**config.mk**
```make
export PLATFORM = sky130hd
export DESIGN_NAME = alu_op_sequencer
export DESIGN_NICKNAME = d
export VERILOG_FILES = /design/src/rtl/alu_seq_pkg.sv /design/src/rtl/alu_seq_regfile.sv /design/src/rtl/alu_op_sequencer.sv
export SDC_FILE = /design/constraint.sdc
export NUM_CORES = 1
export LEC_CHECK = 0
export CAP_MARGIN = 30
export CORE_UTILIZATION = 55
export CTS_CLUSTER_SIZE = 30
export DETAILED_ROUTE_END_ITERATION = 6
export PLACE_DENSITY = 0.86
export SYNTH_ARGS = -nofsm -noshare
export SYNTH_HDL_FRONTEND = slang
export SYNTH_SLANG_ARGS = --single-unit
```
**constraint.sdc**
```tcl
create_clock -name clk -period 5.55 [get_ports clk]
set_input_delay 1.11 -clock clk [delete_from_list [all_inputs] [get_ports clk]]
set_output_delay 1.11 -clock clk [all_outputs]
set_load 0.02 [all_outputs]
```
**src/rtl/alu_seq_pkg.sv**
```systemverilog
// Shared opcodes, FSM encoding and result-flag layout for the ALU op sequencer.
package alu_seq_pkg;

   localparam logic [3:0] OP_NOP       = 4'd0;
   localparam logic [3:0] OP_ADD       = 4'd1;
   localparam logic [3:0] OP_ADD_CARRY = 4'd2;
   localparam logic [3:0] OP_SUB       = 4'd3;
   localparam logic [3:0] OP_INC       = 4'd4;
   localparam logic [3:0] OP_DEC       = 4'd5;
   localparam logic [3:0] OP_AND       = 4'd6;
   localparam logic [3:0] OP_NOT       = 4'd7;
   localparam logic [3:0] OP_ROL       = 4'd8;
   localparam logic [3:0] OP_ROR       = 4'd9;
   localparam logic [3:0] OP_LOAD      = 4'hF;

   localparam int unsigned NUM_FLAGS    = 5;
   localparam int unsigned FLAG_CARRY   = 0;
   localparam int unsigned FLAG_BORROW  = 1;
   localparam int unsigned FLAG_ZERO    = 2;
   localparam int unsigned FLAG_PARITY  = 3;
   localparam int unsigned FLAG_INVALID = 4;

   typedef enum logic [1:0] {
      StIdle = 2'd0,
      StExec = 2'd1,
      StResp = 2'd2
   } state_e;

   function automatic logic [NUM_FLAGS-1:0] pack_flags(input logic invalid, input logic parity,
                                                       input logic zero, input logic borrow,
                                                       input logic carry);
      logic [NUM_FLAGS-1:0] f;
      f               = '0;
      f[FLAG_INVALID] = invalid;
      f[FLAG_PARITY]  = parity;
      f[FLAG_ZERO]    = zero;
      f[FLAG_BORROW]  = borrow;
      f[FLAG_CARRY]   = carry;
      return f;
   endfunction

endpackage

```
**src/rtl/alu_seq_regfile.sv**
```systemverilog
// Register file for the sequencer: two asynchronous read ports, one synchronous write port,
// cleared by the asynchronous reset.
module alu_seq_regfile #(
   parameter int unsigned BUS_WIDTH = 8,
   parameter int unsigned NUM_REGS  = 4,
   parameter int unsigned REG_AW    = $clog2(NUM_REGS)
) (
   input  logic                 clk,
   input  logic                 rst,
   input  logic                 we,
   input  logic [REG_AW-1:0]    waddr,
   input  logic [BUS_WIDTH-1:0] wdata,
   input  logic [REG_AW-1:0]    raddr_a,
   output logic [BUS_WIDTH-1:0] rdata_a,
   input  logic [REG_AW-1:0]    raddr_b,
   output logic [BUS_WIDTH-1:0] rdata_b
);

   logic [BUS_WIDTH-1:0] regs_q [NUM_REGS];

   always_ff @(posedge clk or posedge rst) begin
      if (rst) begin
         regs_q <= '{default: '0};
      end else if (we) begin
         regs_q[waddr] <= wdata;
      end
   end

   assign rdata_a = regs_q[raddr_a];
   assign rdata_b = regs_q[raddr_b];

endmodule

```
**src/rtl/alu_op_sequencer.sv**
```systemverilog
// Drives one external combinational ALU from a serial instruction stream: IDLE accepts,
// EXEC runs the ALU (or a LOAD) for one cycle and writes back, RESP holds the result.
module alu_op_sequencer
   import alu_seq_pkg::*;
#(
   parameter  int unsigned BUS_WIDTH = 8,
   parameter  int unsigned NUM_REGS  = 4,
   localparam int unsigned REG_AW    = $clog2(NUM_REGS)
) (
   input  logic                 clk,
   input  logic                 rst,
   input  logic                 instr_valid,
   output logic                 instr_ready,
   input  logic [3:0]           instr_opcode,
   input  logic [REG_AW-1:0]    instr_dst,
   input  logic [REG_AW-1:0]    instr_src_a,
   input  logic [REG_AW-1:0]    instr_src_b,
   input  logic [BUS_WIDTH-1:0] instr_imm,
   output logic [3:0]           alu_opcode,
   output logic [BUS_WIDTH-1:0] alu_a,
   output logic [BUS_WIDTH-1:0] alu_b,
   output logic                 alu_carry_in,
   input  logic [BUS_WIDTH-1:0] alu_y,
   input  logic                 alu_carry_out,
   input  logic                 alu_borrow,
   input  logic                 alu_zero,
   input  logic                 alu_parity,
   input  logic                 alu_invalid_op,
   output logic                 res_valid,
   input  logic                 res_ready,
   output logic [BUS_WIDTH-1:0] res_data,
   output logic [NUM_FLAGS-1:0] res_flags,
   output logic [15:0]          done_count
);

   state_e               state_q, state_d;
   logic [3:0]           op_q;
   logic [REG_AW-1:0]    dst_q, src_a_q, src_b_q;
   logic [BUS_WIDTH-1:0] imm_q;
   logic                 latch_en;
   logic                 c_q, c_d;
   logic [BUS_WIDTH-1:0] res_data_q, res_data_d;
   logic [NUM_FLAGS-1:0] res_flags_q, res_flags_d;
   logic [15:0]          done_count_q, done_count_d;

   logic                 rf_we;
   logic [BUS_WIDTH-1:0] rf_wdata;
   logic [BUS_WIDTH-1:0] rd_a, rd_b;

   alu_seq_regfile #(
      .BUS_WIDTH (BUS_WIDTH),
      .NUM_REGS  (NUM_REGS),
      .REG_AW    (REG_AW)
   ) u_regfile (
      .clk     (clk),
      .rst     (rst),
      .we      (rf_we),
      .waddr   (dst_q),
      .wdata   (rf_wdata),
      .raddr_a (src_a_q),
      .rdata_a (rd_a),
      .raddr_b (src_b_q),
      .rdata_b (rd_b)
   );

   always_comb begin
      state_d      = state_q;
      instr_ready  = 1'b0;
      res_valid    = 1'b0;
      latch_en     = 1'b0;
      alu_opcode   = OP_NOP;
      alu_a        = '0;
      alu_b        = '0;
      rf_we        = 1'b0;
      rf_wdata     = '0;
      c_d          = c_q;
      res_data_d   = res_data_q;
      res_flags_d  = res_flags_q;
      done_count_d = done_count_q;

      unique case (state_q)
         StIdle: begin
            instr_ready = ~rst;
            if (instr_valid && instr_ready) begin
               latch_en = 1'b1;
               state_d  = StExec;
            end
         end
         StExec: begin
            state_d = StResp;
            if (op_q == OP_LOAD) begin
               // LOAD bypasses the ALU entirely; flags are derived locally from the immediate.
               rf_we       = 1'b1;
               rf_wdata    = imm_q;
               res_data_d  = imm_q;
               res_flags_d = pack_flags(1'b0, ^imm_q, imm_q == '0, 1'b0, 1'b0);
            end else begin
               alu_opcode = op_q;
               alu_a      = rd_a;
               alu_b      = rd_b;
               if (!alu_invalid_op) begin
                  rf_we       = 1'b1;
                  rf_wdata    = alu_y;
                  res_data_d  = alu_y;
                  res_flags_d = pack_flags(1'b0, alu_parity, alu_zero, alu_borrow,
                                           alu_carry_out);
                  case (op_q)
                     OP_ADD, OP_ADD_CARRY, OP_INC: c_d = alu_carry_out;
                     OP_SUB, OP_DEC:               c_d = alu_borrow;
                     default:                      c_d = c_q;
                  endcase
               end else begin
                  res_data_d  = '0;
                  res_flags_d = pack_flags(1'b1, 1'b0, 1'b0, 1'b0, 1'b0);
               end
            end
         end
         StResp: begin
            res_valid = 1'b1;
            if (res_ready) begin
               done_count_d = done_count_q + 16'd1;
               state_d      = StIdle;
            end
         end
         default: state_d = StIdle;
      endcase
   end

   always_ff @(posedge clk or posedge rst) begin
      if (rst) begin
         state_q      <= StIdle;
         op_q         <= OP_NOP;
         dst_q        <= '0;
         src_a_q      <= '0;
         src_b_q      <= '0;
         imm_q        <= '0;
         c_q          <= 1'b0;
         res_data_q   <= '0;
         res_flags_q  <= '0;
         done_count_q <= '0;
      end else begin
         state_q      <= state_d;
         c_q          <= c_d;
         res_data_q   <= res_data_d;
         res_flags_q  <= res_flags_d;
         done_count_q <= done_count_d;
         if (latch_en) begin
            op_q    <= instr_opcode;
            dst_q   <= instr_dst;
            src_a_q <= instr_src_a;
            src_b_q <= instr_src_b;
            imm_q   <= instr_imm;
         end
      end
   end

   assign alu_carry_in = c_q;
   assign res_data     = res_data_q;
   assign res_flags    = res_flags_q;
   assign done_count   = done_count_q;

endmodule

```
# Yosys cells after proc, flatten, opt, wreduce, memory -nomap -nowiden

Cells that the tools add are included.

Mux-type cells: 31
Equality and inequality tests: 10
Add/sub/neg operators: 1
Bitwise operators: 6
Reduce and logical (&&, ||, !) cells: 11
$lt $le $gt $ge: 4

Operator list:

| kind                  | number |
|---|---|
| $mux 8                | 12 |
| $bmux 8 s2            | 2 |
| $bwmux 32             | 1 |
| $add 16x1->16 const B | 1 |
| $demux 8 s2           | 1 |
| $mux 5                | 2 |
| $ge 3x3->1 const B    | 3 |
| $not 2->3             | 3 |
| $eq 4x2->1 const B    | 2 |
| $eq 4x3->1 const B    | 2 |
| $logic_not 8->1       | 1 |
| $mux 4                | 2 |
| $reduce_xor 8->1      | 1 |
| $mux 1                | 7 |
| $pmux 2 s3            | 1 |
| $eq 4x1->1 const B    | 1 |
| $eq 4x4->1 const B    | 1 |
| $mux 2                | 2 |
| $ne 2x2->1 const B    | 2 |
| $reduce_and 2->1      | 2 |
| $reduce_and 4->1      | 1 |
| $lt 3x1->1 const B    | 1 |
| $not 1->1             | 3 |
| $reduce_or 3->1       | 1 |
| 7 further kinds       | 8 |

Register bits after elaboration: 82
Output and inout bits: 52
Logic and storage cells: 77

# Logic depth before layout (Yosys ltp)

Depth after elaboration: 6
Mapped depth: 6

# Cells and area by module

A second synthesis with hierarchy kept.

Cells, all modules: 328
Area total of the unflattened synthesis: 4066.4 um2

Modules (own cells, without submodules):

| module           | cells an instance | area each (um2) | sequential area each (um2) | times used |
|---|---|---|---|---|
| alu_op_sequencer | 239               | 2472.4          | 1251.2                     | 1 |
| alu_seq_regfile  | 89                | 1594.0          | 800.8                      | 1 |

# Least setup slack after synthesis

Ideal clock, no wire load.

Path kind: input -> output
Start point: input rst
End point: output instr_ready
Path buffers: 0
Arrival time: 1.596 ns
Slack: 2.844 ns
Required time: 4.440 ns
Stages on the path: 1
Path through: nor3_1

Word-level cells in the longest chain between the ends: 2

RTL lines:

| element         | RTL line               | RTL |
|---|---|---|
| start, declared | alu_op_sequencer.sv:11 | `input logic rst,` |
| $not 1->1       | alu_op_sequencer.sv:83 | `instr_ready = ~rst;` |
| $mux 1          | alu_op_sequencer.sv:81 | `unique case (state_q)` |
| end, declared   | alu_op_sequencer.sv:13 | `output logic instr_ready,` |

Every way passes these cells.

# Worst setup path in the final report

Start point: register op_q[1]
End point: output alu_b[7]

Word-level cells in the longest chain between the ends: 3

RTL lines:

| element                | RTL line                | RTL |
|---|---|---|
| start, declared        | alu_op_sequencer.sv:37  | `logic [3:0] op_q;` |
| start signal, assigned | alu_op_sequencer.sv:148 | `op_q <= instr_opcode;` |
| $eq 4x4->1             | alu_op_sequencer.sv:91  | `if (op_q == OP_LOAD) begin` |
| $mux 8                 | alu_op_sequencer.sv:91  |  |
| $mux 8                 | alu_op_sequencer.sv:81  |  |
| end, declared          | alu_op_sequencer.sv:21  | `output logic [BUS_WIDTH-1:0] alu_b,` |

Every way passes these cells.

==> impl_metrics.json <==
{
  "numPortBuffers": 86,
  "drc_errors": 0,
  "drtPass1Iterations": 4,
  "drv_slew": 0,
  "grt_usage": 0.267,
  "cts_tree": "built",
  "status": "finished, final reports clean",
  "setup_ws_ns": 1.70,
  "yosys-top-cells-area": "dfrtp_1 (51%), mux4_2 (9.0%), nor2_1 (4.5%), a21oi_1 (4.4%), and2_1 (3.4%)",
  "worst_slew_pin_slew_ns": 0.998,
  "diodes": 0,
  "hp-class": "reg2reg",
  "cts-resized-gates": 0,
  "postRouteAntennaNets": 0,
  "setup_violations": 0,
  "layout-drive-gt1-share": 0.111,
  "cp-start-kind": "register",
  "grt_overflow_total": 0,
  "syn_inst": 365,
  "p_per_area_mw_per_mm2": 434,
  "finClkSkew_ns": 0.00846,
  "dpl_worst_slack_ns": 2.02,
  "core-area_mm2": 0.00691,
  "yosysTopAreaCell": "dfrtp_1",
  "synth_seq_area_share": 0.514,
  "grt_max_degree": 43,
  "cts_inserted_buffers": 9,
  "placementRows": 30,
  "die_y_um": 87.2,
  "numClockSinks": 82,
  "synth_edf_count": 0,
  "yosys_most_used_dff": "dfrtp_1",
  "cts_hold_buf": 0,
  "final_common_cell": "clkdlybuf4s50_1",
  "grt_pass1_wl_um": 14900,
  "rsz0062_at_grt": "false",
  "wirelength_um": 9050,
  "clockBufferDepth": 2,
  "slew-limit-headroom": 0.334,
  "max_freq_mhz": 260,
  "drt-wirelength-per-cell_um": 16.5,
  "clkTransAtPathRegs_ns": 0.08,
  "die-area_mm2": 0.00760,
  "grt_antenna_before_repair": 0,
  "vias": 3091,
  "die_w_um": 87.2,
  "postCtsSetupBuffers": 0,
  "dr.first_iter.drc_count": 258,
  "critical_path_arrival_ns": 2.74,
  "fin_crit_ns": 3.85,
  "yosys_warnings": 0,
  "fin_setup_tns_ns": 0,
  "cts.htree.levels": 3,
  "fillerInstances": 495,
  "synth_nets": 405,
  "cts_root_buffer": "clkbuf_8",
  "crit_path_max_fanout": 20,
  "leakage_nw": 2.15,
  "clock_latency_ns": 0.36,
  "start_util": 0.578,
  "cap_violations": 0,
  "ios": 87,
  "min_period_over_period": 0.694,
  "fin_nets": 486,
  "syn_to_final_growth_pct": 27.9,
  "r2r_setup_slack_ns": 3.24,
  "yosysUniqueCellTypes": 31,
  "required_ns": 4.44,
  "first_global_vias": 3073,
  "vdd_drop_max_v": 0.000222,
  "finalWeightedCongestion": 0.814,
  "worstSetupPathType": "reg2out",
  "synth_area_mm2": 0.00399,
  "synth_top_area_share": 0.514,
  "syn_area_per_cell_um2": 10.9,
  "endpoint_kind": "output pin",
  "ys_ff_latch": 82,
  "async_reset_ff_frac": 1.00,
  "final_cell_mix": "clkdlybuf4s50_1 (86), dfrtp_1 (82), nor2_1 (48)",
  "place_hpwl_um": 6340,
  "hold_viol_final": 0,
  "vias_per_cell": 5.65
}
==> final cells by class <==
class	instances	area (µm²)	area share
clock buffers	11	151	0.0297
clock inverters	5	52.6	0.0103
inverters	15	56.3	0.0110
multi-input cells	249	1780	0.348
flip-flops and latches	82	2050	0.402
well taps	96	120	0.0235
repair buffers	89	896	0.175
==> final timing paths <==
path                           startpoint                   end  depth (start not counted)
max                               op_q[1]              alu_b[7]                          4
min reg2reg                done_count[15]        done_count[15]                          1
max reg2reg                       op_q[1]   u_regfile.regs_q[1]                          4
min                        done_count[15]        done_count[15]                          1
max in group asynchronous             rst  u_regfile.regs_q[22]                          4
min in group asynchronous             rst            state_q[0]                          3
==> power breakdown <==
| part | switching, W | internal (W) | total, W |
|---|---|---|---|
| Sequential | 0.000196 | 0.000798 | 0.000994 |
| Combinational | 0.000357 | 0.000423 | 0.000780 |
| Clock | 0.000209 | 0.000230 | 0.000439 |
==> stage by stage <==
step	total power [W]	instance area, µm²	cells	utilization	hold WS [ns]
2_1_floorplan	0.00148	3990	365	-	0.505
3_3_place_gp	0.00172	4880	530	0.707	0.456
3_5_place_dp	0.00178	4900	531	0.710	0.462
4_1_cts	0.00222	5100	547	0.739	0.472
5_1_grt	0.00233	5100	547	0.739	0.478
6_report	0.00221	5100	547	0.739	0.468
==> registers in the layout, summed over array words and instances (netlist names) <==
| name | count |
|---|---|
| u_regfile.regs_q | 32 |
| res_flags | 5 |
| done_count | 16 |
| dst_q | 2 |
| alu_carry_in | 1 |
| src_b_q | 2 |
| state_q | 2 |
| src_a_q | 2 |
| op_q | 4 |
| imm_q | 8 |
| res_data | 8 |
==> cells by family after synthesis <==
logic type | share of synthesized area
AND/OR/NAND/NOR | 0.152
flip-flops | 0.514
AO/OA/AOI/OAI | 0.118
buffers and inverters | 0.0408
multiplexers | 0.118
XOR/XNOR | 0.0417
adder cells (fa/ha/maj) | 0.0157
==> cell usage after synthesis (2+ instances only) <==
master / n
xor2_1: 10
a2111oi_4: 4
dfrtp_1: 82
and2_1: 22
a21oi_1: 35
nor3_1: 7
buf_2: 4
mux2_2: 9
xnor2_1: 9
buf_6: 4
nor2_1: 48
nand4_1: 3
mux4_2: 16
buf_1: 2
a31oi_1: 10
nand2_1: 30
and3_1: 3
nand2b_1: 2
inv_1: 15
and4_1: 2
nand3_1: 3
ha_1: 5
o21ai_0: 23
nand3b_1: 2
clkbuf_1: 9
==> routing by layer <==
layer,global-route usage,part of all wire
met3,0.0417,0.065
met5,0,0
met2,0.437,0.50
met4,0.148,0.025
met1,0.343,0.41
==> critical path: stages, from the launching register on <==
cell,delay (ns)
dfrtp_1,0.48
and4_1,0.30
nor2_1,0.74
and2_1,0.26
clkdlybuf4s50_1,0.61
(Power assumes the default switching activity.)
==> RTL change: new RTL, same flow settings <==
`res_flags_q` no longer has a reset.
--- a/src/rtl/alu_op_sequencer.sv
+++ b/src/rtl/alu_op_sequencer.sv
@@ -136,13 +136,11 @@
          imm_q        <= '0;
          c_q          <= 1'b0;
          res_data_q   <= '0;
-         res_flags_q  <= '0;
          done_count_q <= '0;
       end else begin
          state_q      <= state_d;
          c_q          <= c_d;
          res_data_q   <= res_data_d;
-         res_flags_q  <= res_flags_d;
          done_count_q <= done_count_d;
          if (latch_en) begin
             op_q    <= instr_opcode;
@@ -154,6 +152,10 @@
       end
    end
 
+   always_ff @(posedge clk) begin
+      res_flags_q <= res_flags_d;
+   end
+
    assign alu_carry_in = c_q;
    assign res_data     = res_data_q;
    assign res_flags    = res_flags_q;
Function: differs if rst is asserted again (counterexample within 4 cycles, from zero or initial values and one cycle with rst high); with rst held inactive, the same outputs for 10 cycles.
==> RTL change against the original RTL <==
Die area up 1.6%. Sequential cell count stayed put. First-iteration DRC count shrank 3.1%. Worst setup slack gained 0.17 ns. Power decreased by 2.0%. Routed wire length is 2.7% higher. Highest routed layer unchanged. Synthesized area grew 1.7%. Cell area barely moved.
==> RTL change: results (changes against the original RTL) <==
- The run finished with clean final reports.
- The worst supply voltage drop on vdd is 241 uV (+9.0%).
- The area share of the largest cell type after synthesis came to 0.475 (-0.0392).
- The via density per instance is 5.78 (+2.3%).
- The post-route met1 wirelength was 3770 um (+2.5%).
- The starting DRC count in detailed routing is 250 (-3.1%).
- The leakage power is 2.15 nW (about the same).
- The overall routed net length is 9290 um (+2.7%).
- The final setup skew is 0.00851 ns (+0.0000505 ns).
- The layer flagged by global routing as most heavily used is met2.
- The max-slew headroom at the worst pin came to 0.370 (+0.0355).
- The post-synth net total is 396 (-2.2%).
- The register-to-register setup slack is 2.91 ns (-0.33 ns).
- The net count reported at finish is 474 (-2.5%).
- The mean instance size in the synthesized netlist is 11.4 sq um (+4.2%).
- The wire length of the first global-routing pass came to 15000 um (+0.38%).
- The total of hold buffers inserted after clock tree synthesis is 0 (unchanged).
- The total instance count after detailed placement is 519 (-2.3%).
- The met3 routed wirelength came to 675 um (+14%).
- The met2 track utilization from global routing is 0.438 (+0.00169).
- The CTS buffer count is 9 (unchanged).
- The latest clock arrival within the worst-skew pair is 0.36 ns (about the same).
- The pin count of the biggest net entering global routing is 30 (-30%).
- The worst-case hold slack is 0.481 ns (+0.0130 ns).
- The detailed-route wire length per cell is 17.4 um (+5.4%).
- The worst-case setup slack after placement came to 2.07 ns (+0.0502 ns).
- The layout cell share with drive strength beyond 1 is 0.128 (+0.0173).
- The via count of the first global-routing pass is 3092 (+0.62%).
- The routing usage on met3 is 0.0707 (+0.0290).
- The global placement routability congestion was 0.802 (-1.5%).
- The number of flip-flops in the largest register came to 32 (unchanged).
- The sequential fraction of the synthesis area is 0.512 (-0.00223).
- By area the synthesized netlist is led by dfrtp_1 (47%), mux4_2 (8.9%), a21oi_1 (4.9%).
- The number of fill cells in the layout is 485 (-2.0%).
- The number of antenna violations at the first check in global routing is 0 (unchanged).
- The detailed-routed wire length on met2 is 4670 um (+2.5%).
- The met1 track demand over resource in global routing is 0.325 (-0.0183).
- The number of synthesized flops with an enable pin was 5 (+5).
- The number of distinct library cells after synthesis was 36 (+16%).
- The final HPWL from detailed placement came to 6530 um (+3.0%).
- The worst path setup slack after routing came to 1.87 ns (+0.171 ns).
- The highest fanout seen on the critical path is 25 (+25%).
- The commonest cells after synthesis are dfrtp_1 (77), a21oi_1 (40), nor2_1 (32).
- The post-place instance area was 4920 sq um (+0.33%).
- The number of post-CTS setup repair buffers is 0 (unchanged).
- The critical path data arrival time is 2.57 ns (-0.17 ns).
- The proportion of register bits with asynchronous set or reset after synthesis is 0.939 (-0.0610).
- The first-pass iteration count of the detailed router was 5 (+1).
- The total global-route track usage came to 0.263 (-0.00364).
-- RTL change: where the power goes --
group          leakage (nW)  switching, mW  total, mW  internal (mW)
Combinational          1.04          0.337      0.742          0.406
Clock                 0.101          0.207      0.433          0.226
Sequential             1.01          0.200      0.993          0.793
Total                  2.15          0.743       2.17           1.42
-- RTL change: layout make-up --
| type | instances | area (sq um) | area share |
|---|---|---|---|
| Multi-Input combinational cell | 239 | 1780 | 0.348 |
| Timing Repair Buffer | 89 | 896 | 0.175 |
| Inverter | 13 | 48.8 | 0.00955 |
| Sequential cell | 82 | 2080 | 0.407 |
| Tap cell | 96 | 120 | 0.0235 |
| Clock inverter | 3 | 40.0 | 0.00784 |
| Clock buffer | 11 | 151 | 0.0296 |
-- RTL change: worst paths after layout --
path | startpoint | endpoint | cells past startpoint
worst min-delay path | done_count[15] | done_count[15] | 1
worst max register to register | op_q[1] | u_regfile.regs_q[14] | 4
min in group asynchronous | rst | done_count[4] | 2
worst min register to register | done_count[15] | done_count[15] | 1
max in group asynchronous | rst | src_a_q[1] | 3
worst max-delay path | state_q[1] | alu_a[7] | 4
-- RTL change: logic make-up after synthesis --
kind of cell / Yosys count / synth area share
and+or+nand+nor: 122 / 0.159
DFF: 82 / 0.512
AOI/OAI and AO/OA: 68 / 0.108
buffers and inverters: 35 / 0.0506
muxes: 25 / 0.113
xor gates and xnor gates: 19 / 0.0410
adders and majority gates: 5 / 0.0154
-- RTL change: critical path, stage by stage, from the launching register on --
cell             delay (ns)
dfrtp_1                0.42
nand2b_4               0.30
inv_1                  0.56
and3_2                 0.32
clkdlybuf4s50_1        0.61
